### config.mk
export PLATFORM = sky130hd
export DESIGN_NAME = gain_mixer
export DESIGN_NICKNAME = d
export VERILOG_FILES = /design/src/rtl/gain_mixer.sv
export SDC_FILE = /design/constraint.sdc
export NUM_CORES = 1
export LEC_CHECK = 0
export CORE_MARGIN = 2
export CORE_UTILIZATION = 30
export DETAILED_ROUTE_END_ITERATION = 8
export GPL_ROUTABILITY_DRIVEN = 0
export PLACE_DENSITY = 0.48
export REMOVE_ABC_BUFFERS = 1
export SYNTH_ARGS = -nofsm -noshare
export SYNTH_HDL_FRONTEND = slang
export SYNTH_SLANG_ARGS = --single-unit
### constraint.sdc
create_clock -name clk -period 7.2 [get_ports clk]
set_input_delay 1.8 -clock clk [delete_from_list [all_inputs] [get_ports clk]]
set_output_delay 1.8 -clock clk [all_outputs]
set_load 0.01 [all_outputs]
### src/rtl/gain_mixer.sv
// rtl/gain_mixer.sv - three-band gain apply and saturating mix, latency 2
module gain_mixer #(
  parameter int W = 16
) (
  input  logic                clk,
  input  logic                rst,
  input  logic [1:0]          Gain1,
  input  logic [1:0]          Gain2,
  input  logic [1:0]          Gain3,
  input  logic                DatosListos,
  input  logic signed [W-1:0] band1,
  input  logic signed [W-1:0] band2,
  input  logic signed [W-1:0] band3,
  input  logic                in_valid,
  output logic signed [W-1:0] mix_out,
  output logic                out_valid,
  output logic                sat,
  output logic [5:0]          gains_act
);

  localparam logic [5:0] GAINS_RESET = 6'b10_10_10;
  localparam logic signed [W+2:0] MAX_V = {4'b0000, {(W-1){1'b1}}};
  localparam logic signed [W+2:0] MIN_V = {4'b1111, {(W-1){1'b0}}};

  logic                dl_prev;
  logic                dl_edge;
  logic [5:0]          pend_gains;
  logic                pend;
  logic signed [W:0]   s1_b1;
  logic signed [W:0]   s1_b2;
  logic signed [W:0]   s1_b3;
  logic                s1_valid;
  logic signed [W+2:0] sum;
  logic signed [W-1:0] clip;
  logic                clip_hit;

  // Gain code to scaled band, widened by one bit so x2 never loses the MSB.
  function automatic logic signed [W:0] scale(input logic signed [W-1:0] b, input logic [1:0] g);
    logic signed [W:0] ext;
    ext = {b[W-1], b};
    case (g)
      2'b00:   scale = '0;
      2'b01:   scale = ext >>> 1;
      2'b10:   scale = ext;
      default: scale = {b, 1'b0};
    endcase
  endfunction

  assign dl_edge = DatosListos & ~dl_prev;

  // Capture gains on a DatosListos rising edge; promote them only on an idle cycle.
  always_ff @(posedge clk) begin
    if (rst) begin
      dl_prev    <= 1'b0;
      pend_gains <= '0;
      pend       <= 1'b0;
      gains_act  <= GAINS_RESET;
    end else begin
      dl_prev <= DatosListos;
      if (!in_valid && pend) begin
        gains_act <= pend_gains;
        pend      <= 1'b0;
      end
      if (dl_edge) begin
        pend_gains <= {Gain3, Gain2, Gain1};
        pend       <= 1'b1;
      end
    end
  end

  // Stage 1: scale each band with the gains active before this cycle.
  always_ff @(posedge clk) begin
    if (rst) begin
      s1_valid <= 1'b0;
      s1_b1    <= '0;
      s1_b2    <= '0;
      s1_b3    <= '0;
    end else begin
      s1_valid <= in_valid;
      if (in_valid) begin
        s1_b1 <= scale(band1, gains_act[1:0]);
        s1_b2 <= scale(band2, gains_act[3:2]);
        s1_b3 <= scale(band3, gains_act[5:4]);
      end
    end
  end

  // Stage 2 combinational: wide sum and clamp to the W-bit signed range.
  always_comb begin
    sum      = {{2{s1_b1[W]}}, s1_b1} + {{2{s1_b2[W]}}, s1_b2} + {{2{s1_b3[W]}}, s1_b3};
    clip     = sum[W-1:0];
    clip_hit = 1'b0;
    if (sum > MAX_V) begin
      clip     = MAX_V[W-1:0];
      clip_hit = 1'b1;
    end else if (sum < MIN_V) begin
      clip     = MIN_V[W-1:0];
      clip_hit = 1'b1;
    end
  end

  // Stage 2 register: mix_out and sat hold between valid samples.
  always_ff @(posedge clk) begin
    if (rst) begin
      mix_out   <= '0;
      out_valid <= 1'b0;
      sat       <= 1'b0;
    end else begin
      out_valid <= s1_valid;
      if (s1_valid) begin
        mix_out <= clip;
        sat     <= clip_hit;
      end
    end
  end

endmodule

==> summary.md, run 1 <==
| Metric | Value |
|---|---|
| Placed cells | `about 900` |
| Hold crit path type | `reg -> reg` |
| Global-route usage over all layers | `0.145` |
| Drt drc | `0` |
| Worst setup SP type | `flip-flop` |
| Die X | `138 µm` |
| Ordered list of cells on the worst path | `clkdlybuf4s50_1` |
| Unrepaired setup endpoints after global routing | `false` |
| Post-synthesis cell area | `approximately 5400 µm²` |
| Setup violators final | `0` |
| Avg Cell Area, Syn | `a little under 9 µm²` |
| H-tree levels | `3` |
| Setup tns final | `0 ns` |
| Worst path arrival time | `between 2 and 2.5 ns` |
| Via Count | `between 4000 and 5000` |
| Fmax | `~250 MHz` |
| # hold bufs at CTS | `0` |
| Post-synth top flop | `dfxtp_1` |
| Final period util | `0.546` |
| Commonest non-fill, non-tap cell in the layout | `a21oi_1` |
| CTS Buf Count | `9` |
| Sequential element share of the synthesized area | `0.313` |
| Simple-gate area share of the yosys netlist | `0.125` |
| Height of the die | `between 100 and 150 µm` |
| IO buf count | `81` |
| Critical path buffers and inverters | `1` |
| Cell family with most CP delay | `flip-flops` |
| Fillers | `1772` |
| Unique cell type count in the Yosys netlist | `50` |
| Diodes inserted | `0` |
| Max-cap viol count | `0` |
| Register area | `about 1700 µm²` |
| DR iter-0 viols | `~200` |
| Slew Viols, Final | `0` |
| Via-per-instance ratio | `roughly 4.8` |
| Layout net count | `between 700 and 800` |
| Drt pass-1 iters | `5` |
| Area of the die | `between 15000 and 20000 µm²` |
| Post-DRT Antenna Nets | `0` |
| # rows | `48` |
| CTS sink cnt | `84` |
| #FFs+latches synth | `84` |
| Detailed placement HPWL | `10.2 mm` |
| CP Max Fanout | `35` |
| Initial Utilization | `0.309` |
| P_leak | `approximately 2.8 nW` |
| Slowest-stage cell, CP | `dfxtp_1` |
| Post-synth EDFFs | `0` |
| Fin crit period | `between 3 and 4 ns` |
| Clk Latency, worst-skew pair | `~0.36 ns` |
| Clock slew at reported path FFs | `around 0.07 ns` |
| CTS tree | `yes` |
| Root buf cell | `clkbuf_16` |
| Post-CTS sizing | `0` |
| Worst setup path category | `reg -> out` |
| PwrDens | `a little over 200 nW/µm²` |
| Post-Route WL | `13.2 mm` |
| Commonest cells after routing, fill and taps aside | `a21oi_1, mux2i_1, dfxtp_1` |
| Actual slew at the worst max-slew pin | `~1.1 ns` |
| Rel. slew slack | `0.264` |
| Core ar. | `between 15000 and 20000 µm²` |
| Worst Clk Skew | `0.0117 ns` |
| Post-synthesis adder-cell area fraction | `0.107` |
| XOR/XNOR Fraction of Synth Area | `0.0291` |
| Initial antenna violation count | `0` |
| CTS Buffer Depth | `2` |
| CP peak stage delay | `between 1 and 1.5 ns` |
| Compound-gate portion of the synthesized area | `0.207` |
| Post-synthesis mux area share | `0.164` |
| Layout Cells excl Fill | `about 900` |
| Largest net degree at the start of global routing | `57` |
| First-pass GRT wire length | `21.2 mm` |
| Synth-to-layout area growth | `22.7%` |
| Post-CTS setup buffer count | `0` |
| Maximum VDD drop | `about 0.12 mV` |
| Async SR Flop Fraction | `0` |
| Endpoints failing hold | `0` |
| Multi-input gate area | `~3400 µm²` |
| Total grt overflow | `0` |
| I/O pin total | `82` |
| Status | `finished clean` |
| WL per Instance | `14.7 µm` |
| Crit end category | `output port` |
| Critical path required time | `between 5 and 6 ns` |
| Vias in the first global route | `4141` |
| Layout cells sized above 1 | `0.0973` |
| Largest family of logic cells by synthesized area | `compound AO/OA/AOI/OAI gates` |
| Warnings from Yosys | `0` |
| Cell count after synthesis | `just over 600` |
worst paths after layout:
path	start	to	slack, ns	depth (start not counted)
setup / recovery	gains_act[0]	gains_act[0]	3.27	1
hold / removal	pend_gains[4]	gains_act[4]	0.47	2
setup reg to reg	s1_b1[1]	mix_out[2]	3.59	13
hold reg to reg	pend_gains[4]	gains_act[4]	0.47	2
cell families after synthesis:
group	count (synthesis)
AND/OR/NAND/NOR	151
AO/OA/AOI/OAI	166
flip-flops	84
adder cells (fa/ha/maj)	35
buffers and inverters	69
XOR/XNOR	17
multiplexers	88
flip-flops by register name, indices dropped and copies added (netlist names):
name	cells
pend	1
s1_b3	17
sat	1
mix_out	16
s1_valid	1
dl_prev	1
s1_b2	17
gains_act	6
s1_b1	17
pend_gains	6
out_valid	1
cell usage after synthesis (2+ instances only):
master	instances	area [µm²]
nand2b_1	7	43.8
o21ai_1	2	10.0
ha_1	17	213
nand3b_1	6	45.0
a211oi_1	6	45.0
mux2i_1	86	861
xor2_1	7	61.3
nand3_1	4	20.0
a21oi_2	3	26.3
nand2_1	38	143
a211oi_2	12	150
a311oi_1	3	26.3
nor2_1	77	289
nor2b_1	7	43.8
nand2_2	8	50.1
dfxtp_1	84	1680
buf_12	2	40.0
a31oi_2	2	25.0
fa_1	18	360
o21ai_0	6	30.0
o32ai_1	2	17.5
a21oi_1	99	495
o211ai_1	8	60.1
mux2_2	2	22.5
buf_1	9	33.8
a21o_1	5	37.5
clkbuf_1	33	124
xnor2_1	9	78.8
buf_2	2	10.0
a31oi_1	4	25.0
inv_1	23	86.3
power breakdown:
part           total [W]  leakage, nW  switching (W)  internal (W)
Clock           0.000462        0.135       0.000219      0.000243
Sequential      0.000526        0.693      0.0000273      0.000499
Combinational   0.000380         1.98       0.000206      0.000174
worst register-to-register path, stage by stage (launching register included):
cell and delay (ns):
dfxtp_1 0.33, inv_1 0.06, fa_1 0.53, inv_1 0.04
ha_1 0.23, fa_1 0.44, a211oi_2 0.30, o211ai_2 0.12
a31oi_2 0.27, o21ai_2 0.09, xor2_1 0.17, o31a_4 0.37
nor2b_4 0.37, a211oi_1 0.13
metal layers:
| layer | track usage | share of wire | wire length (µm) | vias up |
|---|---|---|---|---|
| met4 | 0.0612 | 0.023 | 305 | 0 |
| met1 | 0.197 | 0.50 | 6560 | 1994 |
| met3 | 0.0249 | 0.026 | 344 | 17 |
| met5 | 0 | 0 | 0 | - |
| met2 | 0.227 | 0.45 | 5950 | 63 |
| li1 | - | - | - | 2226 |
final cells by class:
type                       count  share of cell area
multi-input combinational    457               0.515
clock buffer                   9              0.0341
timing repair buffer          88               0.129
inverter                      23              0.0131
sequential                    84               0.255
clock inverter                 7              0.0106
tap                          225              0.0427
metrics by stage:
| step | worst slack [ns] | instance area (µm²) | total power [W] | utilization | hold slack [ns] |
|---|---|---|---|---|---|
| floorplan | 3.86 | 5170 | 0.000779 | - | 0.425 |
| global placement | 3.65 | 6300 | 0.000916 | 0.362 | 0.450 |
| detailed placement | 3.55 | 6300 | 0.000920 | 0.362 | 0.456 |
| CTS | 3.25 | 6600 | 0.00139 | 0.379 | 0.471 |
| global route | 3.13 | 6600 | 0.00145 | 0.379 | 0.496 |
| finish | 3.27 | 6600 | 0.00137 | 0.379 | 0.465 |
No activity file was read; power rests on OpenSTA's default activity.
==> run 2, diff against run 1 <==
--- a/config.mk
+++ b/config.mk
@@ -9,7 +9,7 @@
 export CORE_UTILIZATION = 30
 export DETAILED_ROUTE_END_ITERATION = 8
 export GPL_ROUTABILITY_DRIVEN = 0
-export PLACE_DENSITY = 0.48
+export PLACE_DENSITY = 0.5
 export REMOVE_ABC_BUFFERS = 1
 export SYNTH_ARGS = -nofsm -noshare
 export SYNTH_HDL_FRONTEND = slang
==> constraint.sdc (replaced) <==
create_clock -name clk -period 3.3 [get_ports clk]
set_input_delay 0.825 -clock clk [delete_from_list [all_inputs] [get_ports clk]]
set_output_delay 0.825 -clock clk [all_outputs]
set_load 0.01 [all_outputs]
==> run 2 against run 1 <==
Effect of this change:
- sequential power is 120% higher
- combinational power is 130% higher
- power is 130% higher
- first-iteration DRC count is 16% lower
- final area is 3.2% higher
- sequential share of layout area is 0.75 points lower
- flip-flop and latch count stayed put
- die area stayed put
- non-clock buffer count is 15 higher
- clock skew is 0.0021 ns lower
- register-to-register slack worse by 3.5 ns
- critical path type is now reg -> reg
- critical endpoint is now mix_out[9]
==> summary.md, run 2 (synthesis gave the netlist of run 1 again) <==
| Metric | Value |
|---|---|
| Net Switching | `0.000944 W (was 0.000452 W)` |
| Layout net count | `771 (was 756)` |
| Actual slew at the worst max-slew pin | `0.698 ns (was 1.10 ns)` |
| Via Count | `4357 (was 4300)` |
| Root buf cell | `clkbuf_16 (unchanged)` |
| Commonest cells after routing, fill and taps aside | `a21oi_1, mux2i_1, dfxtp_1 (unchanged)` |
| Worst setup path category | `reg -> reg (was reg -> out)` |
| WL per Instance | `14.5 µm (was 14.7 µm)` |
| Critical path required time | `3.50 ns (was 5.40 ns)` |
| CTS Buf Count | `9 (unchanged)` |
| Layout Cells excl Fill | `908 (was 893)` |
| H-tree levels | `3 (unchanged)` |
| CP Max Fanout | `6 (was 35)` |
| Fin Hold WS | `0.460 ns (was 0.465 ns)` |
| Endpoints failing hold | `0 (unchanged)` |
| Internal | `0.00219 W (was 0.000916 W)` |
| First-pass GRT wire length | `21.3 mm (was 21.2 mm)` |
| Commonest non-fill, non-tap cell in the layout | `a21oi_1 (unchanged)` |
| Setup violators final | `0 (unchanged)` |
| Slew Viols, Final | `0 (unchanged)` |
| Seq pwr share | `0.366 (was 0.385)` |
| Synth-to-layout area growth | `26.6% (was 22.7%)` |
| Placed Area | `6420 µm² (was 6300 µm²)` |
| Total grt overflow | `0 (unchanged)` |
| CTS Buffer Depth | `2 (unchanged)` |
| Drt drc | `0 (unchanged)` |
| # rows | `48 (unchanged)` |
| PwrDens | `460 nW/µm² (was 207 nW/µm²)` |
| Final period util | `0.968` |
| Core ar. | `17400 µm² (unchanged)` |
| Logic pwr share | `0.277 (was 0.278)` |
| Initial Utilization | `0.309 (unchanged)` |
| Worst setup SP type | `flip-flop (unchanged)` |
| Placed cells | `889 (was 877)` |
| P_leak | `2.92 nW (was 2.81 nW)` |
| Post-Route WL | `13.2 mm (about the same)` |
| Post-DRT Antenna Nets | `0 (unchanged)` |
| Status | `finished clean (unchanged)` |
| Layout cells sized above 1 | `0.127 (was 0.0973)` |
| Rel. slew slack | `0.534 (was 0.264)` |
| CTS sink cnt | `84 (unchanged)` |
| Drt pass-1 iters | `5 (unchanged)` |
| Hold crit path type | `reg -> reg (unchanged)` |
| Diodes inserted | `0 (unchanged)` |
| Worst Clk Skew | `0.00960 ns (was 0.0117 ns)` |
| Die X | `138 µm (unchanged)` |
| Maximum VDD drop | `0.233 mV (was 0.120 mV)` |
| Clock slew at reported path FFs | `0.06 ns (was 0.07 ns)` |
| Initial antenna violation count | `0 (unchanged)` |
| Crit end category | `flip-flop (was output port)` |
| Vias in the first global route | `4254 (was 4141)` |
| Fin crit period | `~3.2 ns` |
| Biggest registers after layout | `s1_b1: 17 flops, s1_b2: 17 flops, s1_b3: 17 flops (unchanged)` |
| Height of the die | `138 µm (unchanged)` |
| Clk Latency, worst-skew pair | `0.35 ns (was 0.36 ns)` |
| Final instance area | `6810 µm² (was 6600 µm²)` |
| Largest net degree at the start of global routing | `48 (was 57)` |
| CTS tree | `yes (unchanged)` |
| Clk pwr share | `0.356 (was 0.337)` |
| Unrepaired setup endpoints after global routing | `true (was false)` |
| IO buf count | `81 (unchanged)` |
| Global-route usage over all layers | `0.145 (about the same)` |
| DR iter-0 viols | `165 (was 196)` |
| Detailed placement HPWL | `10.4 mm (was 10.2 mm)` |
| I/O pin total | `82 (unchanged)` |
| Fmax | `313 MHz` |
| Sw frac | `0.301 (was 0.330)` |
| Max-cap viol count | `0 (unchanged)` |
| Finished Core Util | `0.391 (was 0.379)` |
| Worst path arrival time | `3.39 ns (was 2.13 ns)` |
| Area of the die | `19000 µm² (unchanged)` |
| Via-per-instance ratio | `4.80 (was 4.82)` |
==> run 2: final timing paths <==
path / start / endpoint / slack, ns / cells past startpoint
worst max-delay path: s1_b1[1] / mix_out[9] / 0.11 / 14
worst min-delay path: pend_gains[4] / gains_act[4] / 0.46 / 2
worst max register to register: s1_b1[1] / mix_out[9] / 0.11 / 14
worst min register to register: pend_gains[4] / gains_act[4] / 0.46 / 2
==> run 2: routing by layer <==
metal | up-vias | global-route usage | share of wire
li1 | 2255 | - | -
met1 | 2025 | 0.191 | 0.48
met2 | 65 | 0.238 | 0.47
met3 | 12 | 0.0314 | 0.036
met4 | 0 | 0.0431 | 0.013
met5 | - | 0 | 0
==> run 2: critical path: stages (launching register included) <==
cell and delay (ns):
dfxtp_2 0.33, inv_2 0.04, fa_1 0.52, inv_1 0.04, ha_2 0.18, fa_2 0.37
a211oi_4 0.24, o211ai_2 0.11, a31oi_2 0.23, o21ai_2 0.09, xor2_2 0.17, o31a_4 0.36
nor2b_4 0.16, buf_6 0.15, a211oi_2 0.06
==> run 2: what timing repair did <==
item                       in CTS  in global routing
setup endpoints to repair      13                 16
hold buffers                    0                  0
gates resized for setup         2                  7
pin swaps                       2                  0
setup buffers                   0                  3
==> run 2: through the flow <==
stage	total power [W]	setup TNS [ns]	worst slack, ns
2_1_floorplan	0.00170	-0.433	-0.0415
4_1_cts	0.00316	0	0.0393
5_1_grt	0.00330	-0.0719	-0.0293
6_report	0.00313	0	0.106
3_5_place_dp	0.00203	-0.533	-0.0884
3_3_place_gp	0.00202	-0.199	-0.0572
==> run 2: cell type report <==
type | count | area (µm²)
clock inverters | 6 | 93.8
well taps | 225 | 282
multi-input cells | 457 | 3430
repair buffers | 103 | 995
fillers | 1759 | 10600
inverters | 23 | 86.3
flip-flops and latches | 84 | 1680
clock buffers | 10 | 239
==> run 2: power groups by stage <==
| stage | Combinational [W] | Sequential (W) | Clock (W) |
|---|---|---|---|
| 2_1_floorplan | 0.000516 | 0.00118 | 0 |
| 4_1_cts | 0.000868 | 0.00115 | 0.00115 |
| 3_5_place_dp | 0.000858 | 0.00117 | 0 |
| 3_3_place_gp | 0.000851 | 0.00117 | 0 |
| 5_1_grt | 0.000965 | 0.00116 | 0.00118 |
| 6_report | 0.000868 | 0.00115 | 0.00112 |
